===== config.mk =====
export PLATFORM = sky130hd
export DESIGN_NAME = reg_transfer_seq
export DESIGN_NICKNAME = d
export VERILOG_FILES = /design/src/rtl/reg_transfer_seq.sv
export SDC_FILE = /design/constraint.sdc
export NUM_CORES = 1
export LEC_CHECK = 0
export CAP_MARGIN = 20
export CORE_MARGIN = 8
export CORE_UTILIZATION = 56
export DETAILED_ROUTE_END_ITERATION = 6
export MAX_ROUTING_LAYER = met4
export PLACE_DENSITY_LB_ADDON = 0.15
export SYNTH_ARGS = -nofsm -noshare
export SYNTH_HDL_FRONTEND = slang
export SYNTH_SLANG_ARGS = --single-unit

===== constraint.sdc =====
create_clock -name clk -period 3.3 [get_ports clk]
set_clock_uncertainty 0.15 [all_clocks]
set_input_delay 0.495 -clock clk [delete_from_list [all_inputs] [get_ports clk]]
set_output_delay 0.495 -clock clk [all_outputs]
set_load 0.05 [all_outputs]

===== src/rtl/reg_transfer_seq.sv =====
// Bus-side register-transfer sequencer: queues MOV/HALF/SWAP requests and
// expands each into per-register low/high op-line patterns, one bus cycle per clock.
package reg_transfer_pkg;
  typedef enum logic [1:0] {
    REG_OP_NONE  = 2'b00,
    REG_OP_READ  = 2'b01,
    REG_OP_WRITE = 2'b10
  } reg_op_t;

  typedef enum logic [1:0] {
    CMD_MOV  = 2'b00,
    CMD_HALF = 2'b01,
    CMD_SWAP = 2'b10,
    CMD_ILL  = 2'b11
  } req_cmd_t;
endpackage

module reg_transfer_seq
  import reg_transfer_pkg::*;
#(
  parameter int NUM_REGS = 4,
  parameter int IDX_W    = 3,
  parameter int DEPTH    = 4,
  parameter int TEMP_REG = 3
) (
  input  logic                   clk,
  input  logic                   rst,
  input  logic                   req_valid,
  output logic                   req_ready,
  input  logic [1:0]             req_cmd,
  input  logic [IDX_W-1:0]       req_src,
  input  logic [IDX_W-1:0]       req_dst,
  input  logic                   req_src_hi,
  input  logic                   req_dst_hi,
  output reg_op_t [NUM_REGS-1:0] op_low,
  output reg_op_t [NUM_REGS-1:0] op_high,
  output logic                   busy,
  output logic                   done,
  output logic                   err
);

  localparam int AW = $clog2(DEPTH);
  localparam logic [IDX_W-1:0] TEMP_IDX = IDX_W'(TEMP_REG);

  typedef struct packed {
    logic [1:0]       cmd;
    logic [IDX_W-1:0] src;
    logic [IDX_W-1:0] dst;
    logic             src_hi;
    logic             dst_hi;
  } req_t;

  typedef enum logic [2:0] {IDLE, XFER, SWAP1, SWAP2, SWAP3} state_t;

  state_t           state, nxt_state;
  req_t             mem [DEPTH];
  req_t             head;
  logic [AW-1:0]    wr_ptr, rd_ptr;
  logic [AW:0]      count;
  logic             full, empty, push, pop;
  logic [IDX_W-1:0] cur_src, cur_dst, nxt_src, nxt_dst;
  logic             nxt_done, nxt_err, illegal;
  logic [NUM_REGS-1:0]   wr_lo, wr_hi, rd_lo, rd_hi;
  reg_op_t [NUM_REGS-1:0] nxt_low, nxt_high;

  function automatic logic [NUM_REGS-1:0] onehot(input logic [IDX_W-1:0] idx);
    logic [NUM_REGS-1:0] m;
    for (int r = 0; r < NUM_REGS; r++) m[r] = (int'(idx) == r);
    return m;
  endfunction

  assign full      = (count == (AW+1)'(DEPTH));
  assign empty     = (count == '0);
  assign req_ready = !full;
  assign push      = req_valid && !full;
  assign busy      = (state != IDLE) || !empty;
  assign head      = mem[rd_ptr];

  // NOTE: request storage carries no reset; occupancy is tracked by count alone.
  always_ff @(posedge clk) begin
    if (push) mem[wr_ptr] <= '{cmd: req_cmd, src: req_src, dst: req_dst,
                               src_hi: req_src_hi, dst_hi: req_dst_hi};
  end

  assign illegal = (head.cmd == CMD_ILL)
                || (int'(head.src) >= NUM_REGS) || (int'(head.dst) >= NUM_REGS)
                || ((head.cmd == CMD_SWAP) && ((head.src == TEMP_IDX) ||
                    (head.dst == TEMP_IDX) || (head.src == head.dst)));

  // NOTE: every variable gets a default first so no path leaves one unassigned (no latches).
  always_comb begin
    nxt_state = IDLE;
    nxt_src   = cur_src;
    nxt_dst   = cur_dst;
    nxt_done  = 1'b0;
    nxt_err   = 1'b0;
    pop       = 1'b0;
    wr_lo     = '0;
    wr_hi     = '0;
    rd_lo     = '0;
    rd_hi     = '0;

    unique case (state)
      SWAP1: begin
        nxt_state = SWAP2;
        wr_lo = onehot(cur_dst);
        wr_hi = onehot(cur_dst);
        rd_lo = onehot(cur_src);
        rd_hi = onehot(cur_src);
      end
      SWAP2: begin
        nxt_state = SWAP3;
        nxt_done  = 1'b1;
        wr_lo = onehot(TEMP_IDX);
        wr_hi = onehot(TEMP_IDX);
        rd_lo = onehot(cur_dst);
        rd_hi = onehot(cur_dst);
      end
      default: begin
        // IDLE, XFER and SWAP3 all end a request, so the next one loads without a gap.
        if (!empty) begin
          pop       = 1'b1;
          nxt_state = XFER;
          nxt_src   = head.src;
          nxt_dst   = head.dst;
          if (illegal) begin
            nxt_err = 1'b1;
          end else begin
            unique case (head.cmd)
              CMD_MOV: begin
                nxt_done = 1'b1;
                if (head.src != head.dst) begin
                  wr_lo = onehot(head.src);
                  wr_hi = onehot(head.src);
                  rd_lo = onehot(head.dst);
                  rd_hi = onehot(head.dst);
                end
              end
              CMD_HALF: begin
                nxt_done = 1'b1;
                if (!((head.src == head.dst) && (head.src_hi == head.dst_hi))) begin
                  if (head.src_hi) wr_hi = onehot(head.src);
                  else             wr_lo = onehot(head.src);
                  if (head.dst_hi) rd_hi = onehot(head.dst);
                  else             rd_lo = onehot(head.dst);
                end
              end
              CMD_SWAP: begin
                nxt_state = SWAP1;
                wr_lo = onehot(head.src);
                wr_hi = onehot(head.src);
                rd_lo = onehot(TEMP_IDX);
                rd_hi = onehot(TEMP_IDX);
              end
              default: ;
            endcase
          end
        end
      end
    endcase

    for (int r = 0; r < NUM_REGS; r++) begin
      nxt_low[r]  = wr_lo[r] ? REG_OP_WRITE : (rd_lo[r] ? REG_OP_READ : REG_OP_NONE);
      nxt_high[r] = wr_hi[r] ? REG_OP_WRITE : (rd_hi[r] ? REG_OP_READ : REG_OP_NONE);
    end
  end

  // NOTE: sequential state uses non-blocking assignments so all registers update together.
  always_ff @(posedge clk) begin
    if (rst) begin
      state   <= IDLE;
      wr_ptr  <= '0;
      rd_ptr  <= '0;
      count   <= '0;
      cur_src <= '0;
      cur_dst <= '0;
      done    <= 1'b0;
      err     <= 1'b0;
      for (int r = 0; r < NUM_REGS; r++) begin
        op_low[r]  <= REG_OP_NONE;
        op_high[r] <= REG_OP_NONE;
      end
    end else begin
      state   <= nxt_state;
      cur_src <= nxt_src;
      cur_dst <= nxt_dst;
      done    <= nxt_done;
      err     <= nxt_err;
      op_low  <= nxt_low;
      op_high <= nxt_high;
      if (push) wr_ptr <= wr_ptr + AW'(1);
      if (pop)  rd_ptr <= rd_ptr + AW'(1);
      unique case ({push, pop})
        2'b10:   count <= count + (AW+1)'(1);
        2'b01:   count <= count - (AW+1)'(1);
        default: ;
      endcase
    end
  end

endmodule


# After elaboration in Yosys (flattened, before gate mapping)
# Memory sizes are Yosys's and may differ from the RTL's. A register that Yosys moved wholly into a read port is not among the register bits.
# Cells that the tools add are included.
# totals
register_bits,34
ram_bits,40
out_inout_bits,20
n_memories,1
inputBits,13
word_cells,147
# mem_list
memory,depth,word_bits,read_ports,rd_clocked_by_memory_dff,wr,line,text
mem,4,10,1,1,1,56,req_t mem [DEPTH];
# op_classes
n_eq_ne,25
n_lt_le_gt_ge,2
n_mux,58
n_bitwise,2
reduce_logical,31
n_addsub,4
# ops
cell,n
2-to-1 mux 4 bit,18
case mux 4 bit (3 select lines),4
case mux 4 bit (2 select lines),4
"equality test 3 bit, second input constant",9
2-to-1 mux 2 bit,13
"equality test 3 x 2 -> 1 bit, second input constant",8
OR reduction 2 bit,10
2-to-1 mux 1 bit,16
zero test 3 bit,5
case mux 3 bit (2 select lines),2
"equality test 2 bit, second input constant",3
"greater-or-equal comparator 3 bit, second input constant",2
logical OR 1 bit,6
"adder 2 x 1 -> 2 bit, second input constant",2
"equality test 2 x 1 -> 1 bit, second input constant",2
OR reduction 4 bit,1
"adder 3 x 1 -> 3 bit, second input constant",1
equality test 3 bit,1
logical AND 1 bit,3
inequality test 3 bit,1
nonzero test 3 bit,1
"subtractor 3 x 1 -> 3 bit, second input constant",1
zero test 1 bit,2
zero test 2 bit,1
other kinds (5),6

# Logic depth before layout (Yosys ltp)
# depth
word_depth,10
ltp_mapped,10
ltp_nobuf,10

# Worst setup path before layout
# No wires, ideal clock.
# synth_timing
path_type,register to register
startpoint,register count[0]
endpoint,register count[2]
n_path_buf,0
setup_slack_ns,0.621
arrival_time_ns,2.458
stages_incl_launch_ff,11
path_cell_list,dfxtp_1 -> inv_1 -> nand3_1 -> and2_1 -> inv_1 -> ha_1 -> inv_1 -> fa_1 -> xor2_1 -> or3_1 -> a21oi_1
# synth_between
elab_chain_cells,5
elab_cells_between_ends,12
classes_between,2 x add/sub; 3 x eq/ne; 3 x mux; 4 x reduce/logical
# synth_lines
element,line,text
"start, declared",59,logic [AW:0] count;
"start signal, assigned",194,2'b10: count <= count + (AW+1)'(1);
"start signal, assigned",195,2'b01: count <= count - (AW+1)'(1);
equality test 3 bit (*),72,assign full = (count == (AW+1)'(DEPTH));
zero test 1 bit (*),-,
named net req_ready,29,"output logic req_ready,"
logical AND 1 bit (*),75,assign push = req_valid && !full;
equality test 2 x 1 -> 1 bit / equality test 2 bit (equally long branches),193,"unique case ({push, pop})"
case mux 3 bit (2 select lines) / nonzero test 2 bit (equally long branches),-,
# Mark *: on every way through the listed nets, which the timed path passes. The rest lies on a longest branch.
# A chain may end at the register's enable or synchronous reset.

# Worst setup path in the final report
# layout_timing
startpoint,register count[0]
endpoint,output port busy
# layout_between
elab_chain_cells,3
# layout_lines
element,line,text
zero test 3 bit,73,assign empty = (count == '0);
zero test 1 bit,-,
logical OR 1 bit,76,assign busy = (state != IDLE) || !empty;
"end, declared",37,"output logic busy,"
# No other way between the ends.

==> metrics.md <==
| Metric | Value |
|---|---|
| Routed WL per cell | `about 15 microns` |
| Asr flop ratio synth | `0%` |
| Worst setup SP type | `register` |
| Worst skew pair latency | `about 0.35 ns` |
| Die Area | `approximately 0.0084 sq mm` |
| Layout cells sized above 1 | `8.75%` |
| Total GRT Usage | `between 10% and 20%` |
| CTS sink cnt | `76` |
| Crit path max fanout | `3` |
| Die X | `just over 90 microns` |
| CP bufs+invs | `1` |
| Net count, final | `334` |
| Mapped Area | `approximately 0.0032 sq mm` |
| Gpl congestion | `roughly 0.87` |
| Post-Syn Nets | `approximately 300` |
| Global-route wire length before repair | `between 10 and 15 mm` |
| Power per standard cell area | `just over 800 mW/mm^2` |
| RSZ-0062 raised after global routing | `no` |
| Clk Tree Root Cell | `clkbuf_8` |
| Crit end category | `output port` |
| Hold-fix buffer count after cts | `0` |
| CP peak stage delay | `about 0.71 ns` |
| IO buf count | `32` |
| Peak VDD IR | `approximately 420 uV` |
| Worst min path class | `register to register` |
| Main synth FF type | `edfxtp_1` |
| Hold slack | `0.354 ns` |
| CP required | `around 2.7 ns` |
| Critical Path Slowest Stage Cell | `clkdlybuf4s50_1` |
| Cell type with the largest total area after synthesis | `edfxtp_1` |
| Final min period | `around 2.9 ns` |
| Remaining DRCs | `0` |
| Netlist cell types | `47` |
| CP delay by family, top | `simple AND/OR/NAND/NOR gates` |
| # IOs | `33` |
| Critical path, cell by cell | `or3_1 -> or4_1 -> clkdlybuf4s50_1` |
| Worst-case reg-to-reg path depth | `7` |
| Worst reg2reg setup slack | `approximately 0.53 ns` |
| Synth top area share | `a little under two fifths` |
| WP data arrival | `2.21 ns` |
| CTS clk-pin slew, worst paths | `0.08 ns` |
| ANT nets after route | `0` |
| Worst-Margin Slew | `0.548 ns` |
| H-tree level count | `3` |
| Setup bufs post-CTS | `0` |
| ANT cells | `0` |
| Register area share after synthesis | `slightly below 60%` |
| Vias in the first global route | `around 2.1k` |
| Core area | `0.00554 sq mm` |
| DR vias | `approximately 2.2k` |
| Period utilization | `between 80% and 90%` |
| Initial antenna violation count | `0` |
| Run status | `finished, final reports clean` |
| P&R area growth vs syn | `19.1%` |
| Drt initial violations | `between 100 and 150` |
| Post-synthesis cell count | `277` |
| Max_slew headroom | `between 60% and 70%` |
| Fmax achieved | `roughly 350 MHz` |
| Final-layout fill cell count | `418` |
| RR Endpoint | `op_low[4]$_SDFF_PP0_` |
| Sum Neg Setup Slack | `0 ns` |
| First-pass DRT Iterations | `4` |
| Max Cap Violations | `0` |
| LEAKAGE | `1.37 nW` |
| Final Hold Fails | `0` |
| Bufs on Longest Clock Path | `2` |
| Initial Util | `58.2%` |
| WS Path Type | `register to output port` |
| Num CTS Buffers | `9` |
| Via density | `between 5 and 6` |
| Hold_sp | `count[2]$_SDFFE_PP0P_` |
| # setup viols final | `0` |
| Total wire length | `6.05 mm` |
| Row cnt | `27` |
| DP HPWL | `~4.3 mm` |
| Synth top area cells | `edfxtp_1 37%, dfxtp_1 22%, mux4_1 4.9%, nand2_1 4.1%, nor2_1 3.8%` |
| Pin count of the biggest net entering global routing | `26` |
| Hold Crit Endpoint | `count[2]$_SDFFE_PP0P_` |
| EDFF count, synth | `40` |
| Gr ovfl total | `0` |
| TritonCTS clock tree | `yes` |
| Max-slew violations | `0` |
| Syn Area/Cell | `about 12 sq um` |
| Flops & latches, synth | `76` |
| Die H | `between 90 and 100 microns` |
| Post-CTS Resized | `0` |
| Synth warn | `0` |
| WHS Path Cells | `2` |
[cells in the mapped netlist, drive strengths merged (2+ instances only)]
cell type   n
xnor2       3
ha          5
nor2b       2
a221oi      2
a211oi      2
and3        5
xor2        3
a21o        2
a31oi       3
clkbuf      5
buf         3
nor4        2
nor2       33
nand2      35
mux4       10
nand3       3
nand2b      4
nand4       2
o21ai      11
a21oi      24
edfxtp     40
nor3        7
inv        10
nor3b       2
o21a        2
or3         4
and2        4
dfxtp      36
[worst register-to-register path: cells and delay by family, from the launching register on]
kind	cells	cell delay, ns
compound gates	4	0.89
flops	1	0.55
mux	1	0.76
simple gates	2	0.33
[how the worst max path moves through the flow]
stage | startpoint | depth (start not counted) | slack (ns) | to
floorplan | count[0]$_SDFFE_PP0P_ | 10 | 0.62 | count[2]$_SDFFE_PP0P_
global placement | register | 7 | 0.66 | op_low[4]$_SDFF_PP0_
detailed placement | register | 7 | 0.56 | op_low[4]$_SDFF_PP0_
CTS | count[0]$_SDFFE_PP0P_ | 3 | 0.44 | busy
global route | register | 7 | 0.34 | op_low[4]$_SDFF_PP0_
finish | count[0]$_SDFFE_PP0P_ | 3 | 0.45 | busy
[layout by cell type, fill, tap and decap left out, types with 2 or more instances in the layout]
cell             instances
nand4_1                  2
or3_1                    3
a21oi_1                 24
a211oi_1                 2
a21o_1                   2
clkdlybuf4s50_1         32
mux4_1                   6
nand2b_1                 4
a31oi_1                  3
nand3_1                  3
xnor2_1                  3
nor2_1                  33
and3_1                   5
clkbuf_8                11
mux4_2                   3
nand2_1                 35
xor2_1                   3
edfxtp_1                40
nor4_1                   2
nor2b_1                  2
o21a_1                   2
nor3_1                   7
ha_1                     5
dfxtp_1                 36
and2_1                   4
inv_1                   10
o21ai_0                 10
a221oi_1                 2
buf_4                    3
[state kept, by name (all words and copies together), names as in the netlist, named ones only]
name	cells
count	3
cur_dst	3
cur_src	3
done	1
err	1
mem	40
op_high	8
op_low	8
rd_ptr	2
state	3
wr_ptr	2
[routing by layer]
layer	wire, microns	up-vias	GRT usage [%]	share of wire (%)
li1	-	1088	-	-
met1	2750	1030	18.2	45
met2	2840	48	23.7	47
met3	338	12	4.40	5.6
met4	127	0	7.65	2.1
met5	0	-	-	0
[power by group]
part,switching (mW),leakage (nW),internal [mW]
combinational,0.702,0.591,0.445
clock,0.327,0.115,0.436
sequential,0.133,0.660,1.15
[metrics by stage]
step	cells	setup WS [ns]	area (sq um)	total power, mW	util, %
after floorplan	277	0.621	3230	2.16	-
after global placement	376	0.655	3620	2.41	65.4
after detailed placement	376	0.558	3620	2.44	65.4
after CTS	392	0.437	3840	3.19	69.4
after global routing	392	0.345	3840	3.39	69.4
final	392	0.448	3840	3.19	69.4
[logic make-up (layout without fill, tap and decap cells)]
family	Yosys count	after routing	synth area share, %
xor+xnor	6	6	1.63
simple gates	108	108	16.1
compound gates	52	52	9.89
buf+inv	19	62	2.44
flops	76	76	59.6
mux	10	10	7.76
fa+ha+maj	6	6	2.56
[final cells by class]
type	count	area [sq um]	share of cell area, %
multi-input combinational	182	1220	31.9
tap	72	90.1	2.34
timing repair buffer	35	343	8.92
clock inverter	3	41.3	1.07
inverter	11	41.3	1.07
clock buffer	13	180	4.69
sequential	76	1920	50.0
No activity file was read; power rests on OpenSTA's default activity.
==> edit 1: new RTL, config.mk and constraints unchanged <==
`DEPTH`: 4 -> 2.
--- a/src/rtl/reg_transfer_seq.sv
+++ b/src/rtl/reg_transfer_seq.sv
@@ -22,3 +22,3 @@
   parameter int IDX_W    = 3,
-  parameter int DEPTH    = 4,
+  parameter int DEPTH    = 2,
   parameter int TEMP_REG = 3
Behaviour: not the same (Yosys sat finds a counterexample within 4 cycles, from zero or initial values and one cycle with rst high).
==> edit 1 against the unedited design <==
Setup slack improved by 0.12 ns. Worst hold slack improved by 0.0033 ns. Total power decreased by 30%. Largest cell class unchanged. Highest routed layer unchanged. Wire length decreased by 4.0%. Sequential cell count decreased by 24. Design area decreased by 20%. Register-to-register slack improved by 0.19 ns. Synthesized area decreased by 21%.
==> edit 1: results (changes against the unedited design) <==
{| class="wikitable"
! Metric !! Value
|-
| Initial DRT Pass Iterations || 5 (was 4)
|-
| Setup repair bufs after CTS || 0 (unchanged)
|-
| Max Transition Viols Final || 0 (unchanged)
|-
| Result of the run || completed (unchanged)
|-
| Max-slew headroom || 0.530 (was 0.635)
|-
| Clock buffer count from CTS || 5 (was 9)
|-
| Later-pin clock latency in the skew report || 0.30 ns (was 0.35 ns)
|-
| Sequential-to-total area share from yosys stat || 0.485 (was 0.596)
|-
| Standby leakage power || 0.00109 uW (was 0.00137 uW)
|-
| Commonest cells in the netlist || 38 x sky130_fd_sc_hd__nor2_1, 32 x sky130_fd_sc_hd__dfxtp_1, 20 x sky130_fd_sc_hd__edfxtp_1 (was 40 x sky130_fd_sc_hd__edfxtp_1, 36 x sky130_fd_sc_hd__dfxtp_1, 35 x sky130_fd_sc_hd__nand2_1)
|-
| Vias in the first global route || 1958 (was 2144)
|-
| Deepest clock path buffer count || 2 (unchanged)
|-
| Critical Path AT || 2.09 ns (was 2.21 ns)
|-
| Placed Instance Area || 2910 um2 (was 3620 um2)
|-
| Main area contributors after synthesis || sky130_fd_sc_hd__dfxtp_1 25%, sky130_fd_sc_hd__edfxtp_1 23%, sky130_fd_sc_hd__nor2_1 5.6%, sky130_fd_sc_hd__nand2b_1 2.7%, sky130_fd_sc_hd__nand2_1 2.2% (was sky130_fd_sc_hd__edfxtp_1 37%, sky130_fd_sc_hd__dfxtp_1 22%, sky130_fd_sc_hd__mux4_1 4.9%, sky130_fd_sc_hd__nand2_1 4.1%, sky130_fd_sc_hd__nor2_1 3.8%)
|-
| Via/cell ratio || 5.98 (was 5.56)
|-
| Number of distinct library cells after synthesis || 58 (was 47)
|-
| Clock slew at the register clock pins of the worst setup and hold paths || 0.09 ns
|-
| Highest fanout seen on the critical path || 4 (was 3)
|-
| RePlAce Congestion || 0.940 (was 0.873)
|-
| Violation count after the first detailed-route iteration || 150 (was 138)
|-
| Min-delay worst type || flip-flop to flip-flop (unchanged)
|-
| Share of final-layout standard cells stronger than drive strength 1 || 0.0918 (was 0.0875)
|-
| Port-buffer cells || 32 (unchanged)
|-
| Global-route total usage across every layer || 0.174 (was 0.154)
|-
| Synthesis warning total || 0 (unchanged)
|-
| Number of levels the H-tree was split into || 2 (was 3)
|-
| Worst slack after detailed placement || 0.778 ns (was 0.558 ns)
|-
| Global-route wire length before repair || 9760 um (was 10100 um)
|-
| Fin area || 3060 um2 (was 3840 um2)
|-
| Number of enable-type register cells in the synthesized netlist || 20 (was 40)
|-
| Wirelength, routed || 5810 um (was 6050 um)
|-
| Largest registers || mem (20), op_high (8), op_low (8) (was mem (40), op_high (8), op_low (8))
|-
| CP max stage delay || 0.71 ns (about the same)
|-
| Pin count of the biggest net entering global routing || 23 (was 26)
|-
| Post-detail-place hpwl || 4420 um (was 4320 um)
|-
| Peak VDD IR || 463 uV (was 418 uV)
|-
| Post-synth net total || 274 (was 296)
|-
| Final net count || 307 (was 334)
|}
==> edit 1: worst paths after layout <==
path / start / to / slack [ns] / depth (start not counted)
max reg2reg: flip-flop / op_low[0]$_SDFF_PP0_ / 0.72 / 7
min: count[1]$_SDFFE_PP0P_ / count[1]$_SDFFE_PP0P_ / 0.36 / 2
min reg2reg: count[1]$_SDFFE_PP0P_ / count[1]$_SDFFE_PP0P_ / 0.36 / 2
max: count[0]$_SDFFE_PP0P_ / busy / 0.56 / 3
==> edit 1: routing by layer <==
| layer | track usage | vias up | part of all wire |
|---|---|---|---|
| met3 | 0.0547 | 7 | 0.071 |
| met5 | - | - | 0 |
| li1 | - | 1026 | - |
| met4 | 0.0502 | 0 | 0.012 |
| met2 | 0.276 | 85 | 0.47 |
| met1 | 0.205 | 950 | 0.44 |
==> edit 1: kinds of logic after synthesis <==
kind of cell / share of synthesized area
xor gates and xnor gates: 0.0342
muxes: 0.0244
buffers and inverters: 0.0323
adders and majority gates: 0.00489
AOI/OAI and AO/OA: 0.176
and+or+nand+nor: 0.243
DFF: 0.485
==> edit 1: layout make-up <==
| cell class | count | area, um2 |
|---|---|---|
| clock buffer | 7 | 119 |
| clock inverter | 1 | 30.0 |
| fill | 339 | 1320 |
| inverter | 5 | 18.8 |
| multi-input combinational | 193 | 1240 |
| sequential | 52 | 1240 |
| tap | 52 | 65.1 |
| timing repair buffer | 36 | 350 |
==> edit 1: power breakdown <==
group	internal (uW)	switching, uW
registers	785	129
clock network	318	203
logic	305	505
total	1410	838
==> edit 1: through the flow <==
stage	hold slack, ns	cells
2_1_floorplan	0.317	260
3_3_place_gp	0.335	338
3_5_place_dp	0.346	338
4_1_cts	0.366	346
5_1_grt	0.390	346
6_report	0.357	346
==> edit 1: worst register-to-register path, stage by stage (launching register included) <==
cell                        delay, ns
sky130_fd_sc_hd__dfxtp_1         0.79
sky130_fd_sc_hd__buf_4           0.34
sky130_fd_sc_hd__a2111oi_4       0.07
sky130_fd_sc_hd__a21oi_2         0.31
sky130_fd_sc_hd__nor3_2          0.15
sky130_fd_sc_hd__and4_1          0.22
sky130_fd_sc_hd__a311oi_1        0.30
sky130_fd_sc_hd__a21boi_1        0.19
==> edit 2: new RTL, same flow settings <==
Made on the original files. Re-encode `state_t` (5 states) as one-hot, 5 bits wide.
--- a/src/rtl/reg_transfer_seq.sv
+++ b/src/rtl/reg_transfer_seq.sv
@@ -52,3 +52,3 @@
 
-  typedef enum logic [2:0] {IDLE, XFER, SWAP1, SWAP2, SWAP3} state_t;
+  typedef enum logic [4:0] {IDLE = 5'b00001, XFER = 5'b00010, SWAP1 = 5'b00100, SWAP2 = 5'b01000, SWAP3 = 5'b10000} state_t;
 
Formal check against the unedited RTL: same outputs for any inputs over 4 cycles, from zero or initial values and one cycle with rst high; so few cycles prove little.
==> edit 2 against the unedited design <==
Design area is 1.9% higher. Sequential cell count is 2 higher. Total power is 1.1% lower. Maximum frequency is 1.5% lower. Synthesized area is 2.6% higher. Synthesized cell count is 3.2% lower. Setup slack worse by 0.044 ns. Wire length is 9.0% higher.
==> edit 2: results (changes against the unedited design) <==
{| class="wikitable"
! Metric !! Value
|-
| Met1 WL || 2750 um (about the same)
|-
| Pin count of the biggest net entering global routing || 35 (was 26)
|-
| Gate count after technology mapping || 268 (was 277)
|-
| Vias after detailed routing || 2205 (was 2178)
|-
| Main area contributors after synthesis || sky130_fd_sc_hd__edfxtp_1 36%, sky130_fd_sc_hd__dfxtp_1 23%, sky130_fd_sc_hd__mux4_1 4.8%, sky130_fd_sc_hd__nor2_1 3.2%, sky130_fd_sc_hd__mux4_2 2.7% (was sky130_fd_sc_hd__edfxtp_1 37%, sky130_fd_sc_hd__dfxtp_1 22%, sky130_fd_sc_hd__mux4_1 4.9%, sky130_fd_sc_hd__nand2_1 4.1%, sky130_fd_sc_hd__nor2_1 3.8%)
|-
| Final net count || 325 (was 334)
|-
| Post-detail-place hpwl || 4780 um (was 4320 um)
|-
| Placed Instance Area || 3720 um2 (was 3620 um2)
|-
| Number of cells after detailed placement || 370 (was 376)
|-
| Final Cycle Share || 0.878 (was 0.864)
|-
| Global-route total usage across every layer || 0.165 (was 0.154)
|-
| Share of final-layout standard cells stronger than drive strength 1 || 0.0965 (was 0.0875)
|-
| RePlAce Congestion || 0.918 (was 0.873)
|-
| CP endpoint kind || flip-flop (was output port)
|-
| Final-layout worst hold slack || 0.369 ns (was 0.354 ns)
|-
| Cell with the biggest individual delay on the critical path || sky130_fd_sc_hd__mux4_1 (was sky130_fd_sc_hd__clkdlybuf4s50_1)
|-
| Post-synth net total || 287 (was 296)
|-
| Sequential-to-total area share from yosys stat || 0.593 (was 0.596)
|-
| Reg2reg path depth || 6 (was 7)
|-
| CP max stage delay || 0.75 ns (was 0.71 ns)
|-
| Standby leakage power || 0.00139 uW (was 0.00137 uW)
|-
| Final non-filler cell total || 386 (was 392)
|-
| Critical Path AT || 3.00 ns (was 2.21 ns)
|-
| Number of inserted filler cells in the final layout || 446 (was 418)
|-
| Highest fanout seen on the critical path || 9 (was 3)
|-
| Total met2 wirelength after detailed routing || 3330 um (was 2840 um)
|-
| Result of the run || completed (unchanged)
|}
==> edit 2: cell type report <==
class | instances | area [um2] | share of cell area
multi-input combinational | 170 | 1260 | 0.323
sequential | 78 | 1960 | 0.501
clock inverter | 7 | 73.8 | 0.0189
clock buffer | 9 | 124 | 0.0316
timing repair buffer | 37 | 358 | 0.0914
inverter | 10 | 37.5 | 0.00959
tap | 75 | 93.8 | 0.0240
==> edit 2: power breakdown <==
group,internal [uW],switching (uW),total (uW)
Clock,352,353,705
Sequential,1170,125,1290
Combinational,449,707,1160
==> edit 2: kinds of logic (layout without fill, tap and decap cells) <==
family	after synthesis	in the layout	synth area share
xor gates and xnor gates	9	9	0.0238
muxes	15	15	0.0899
and+or+nand+nor	97	97	0.156
AOI/OAI and AO/OA	43	43	0.0873
DFF	78	78	0.593
adders and majority gates	6	6	0.0249
buffers and inverters	20	63	0.0253
==> edit 2: metal layers <==
layer,global-route usage,vias to the layer above
li1,-,1069
met1,0.186,1052
met2,0.262,69
met3,0.0510,15
met4,0.0765,0
met5,-,-
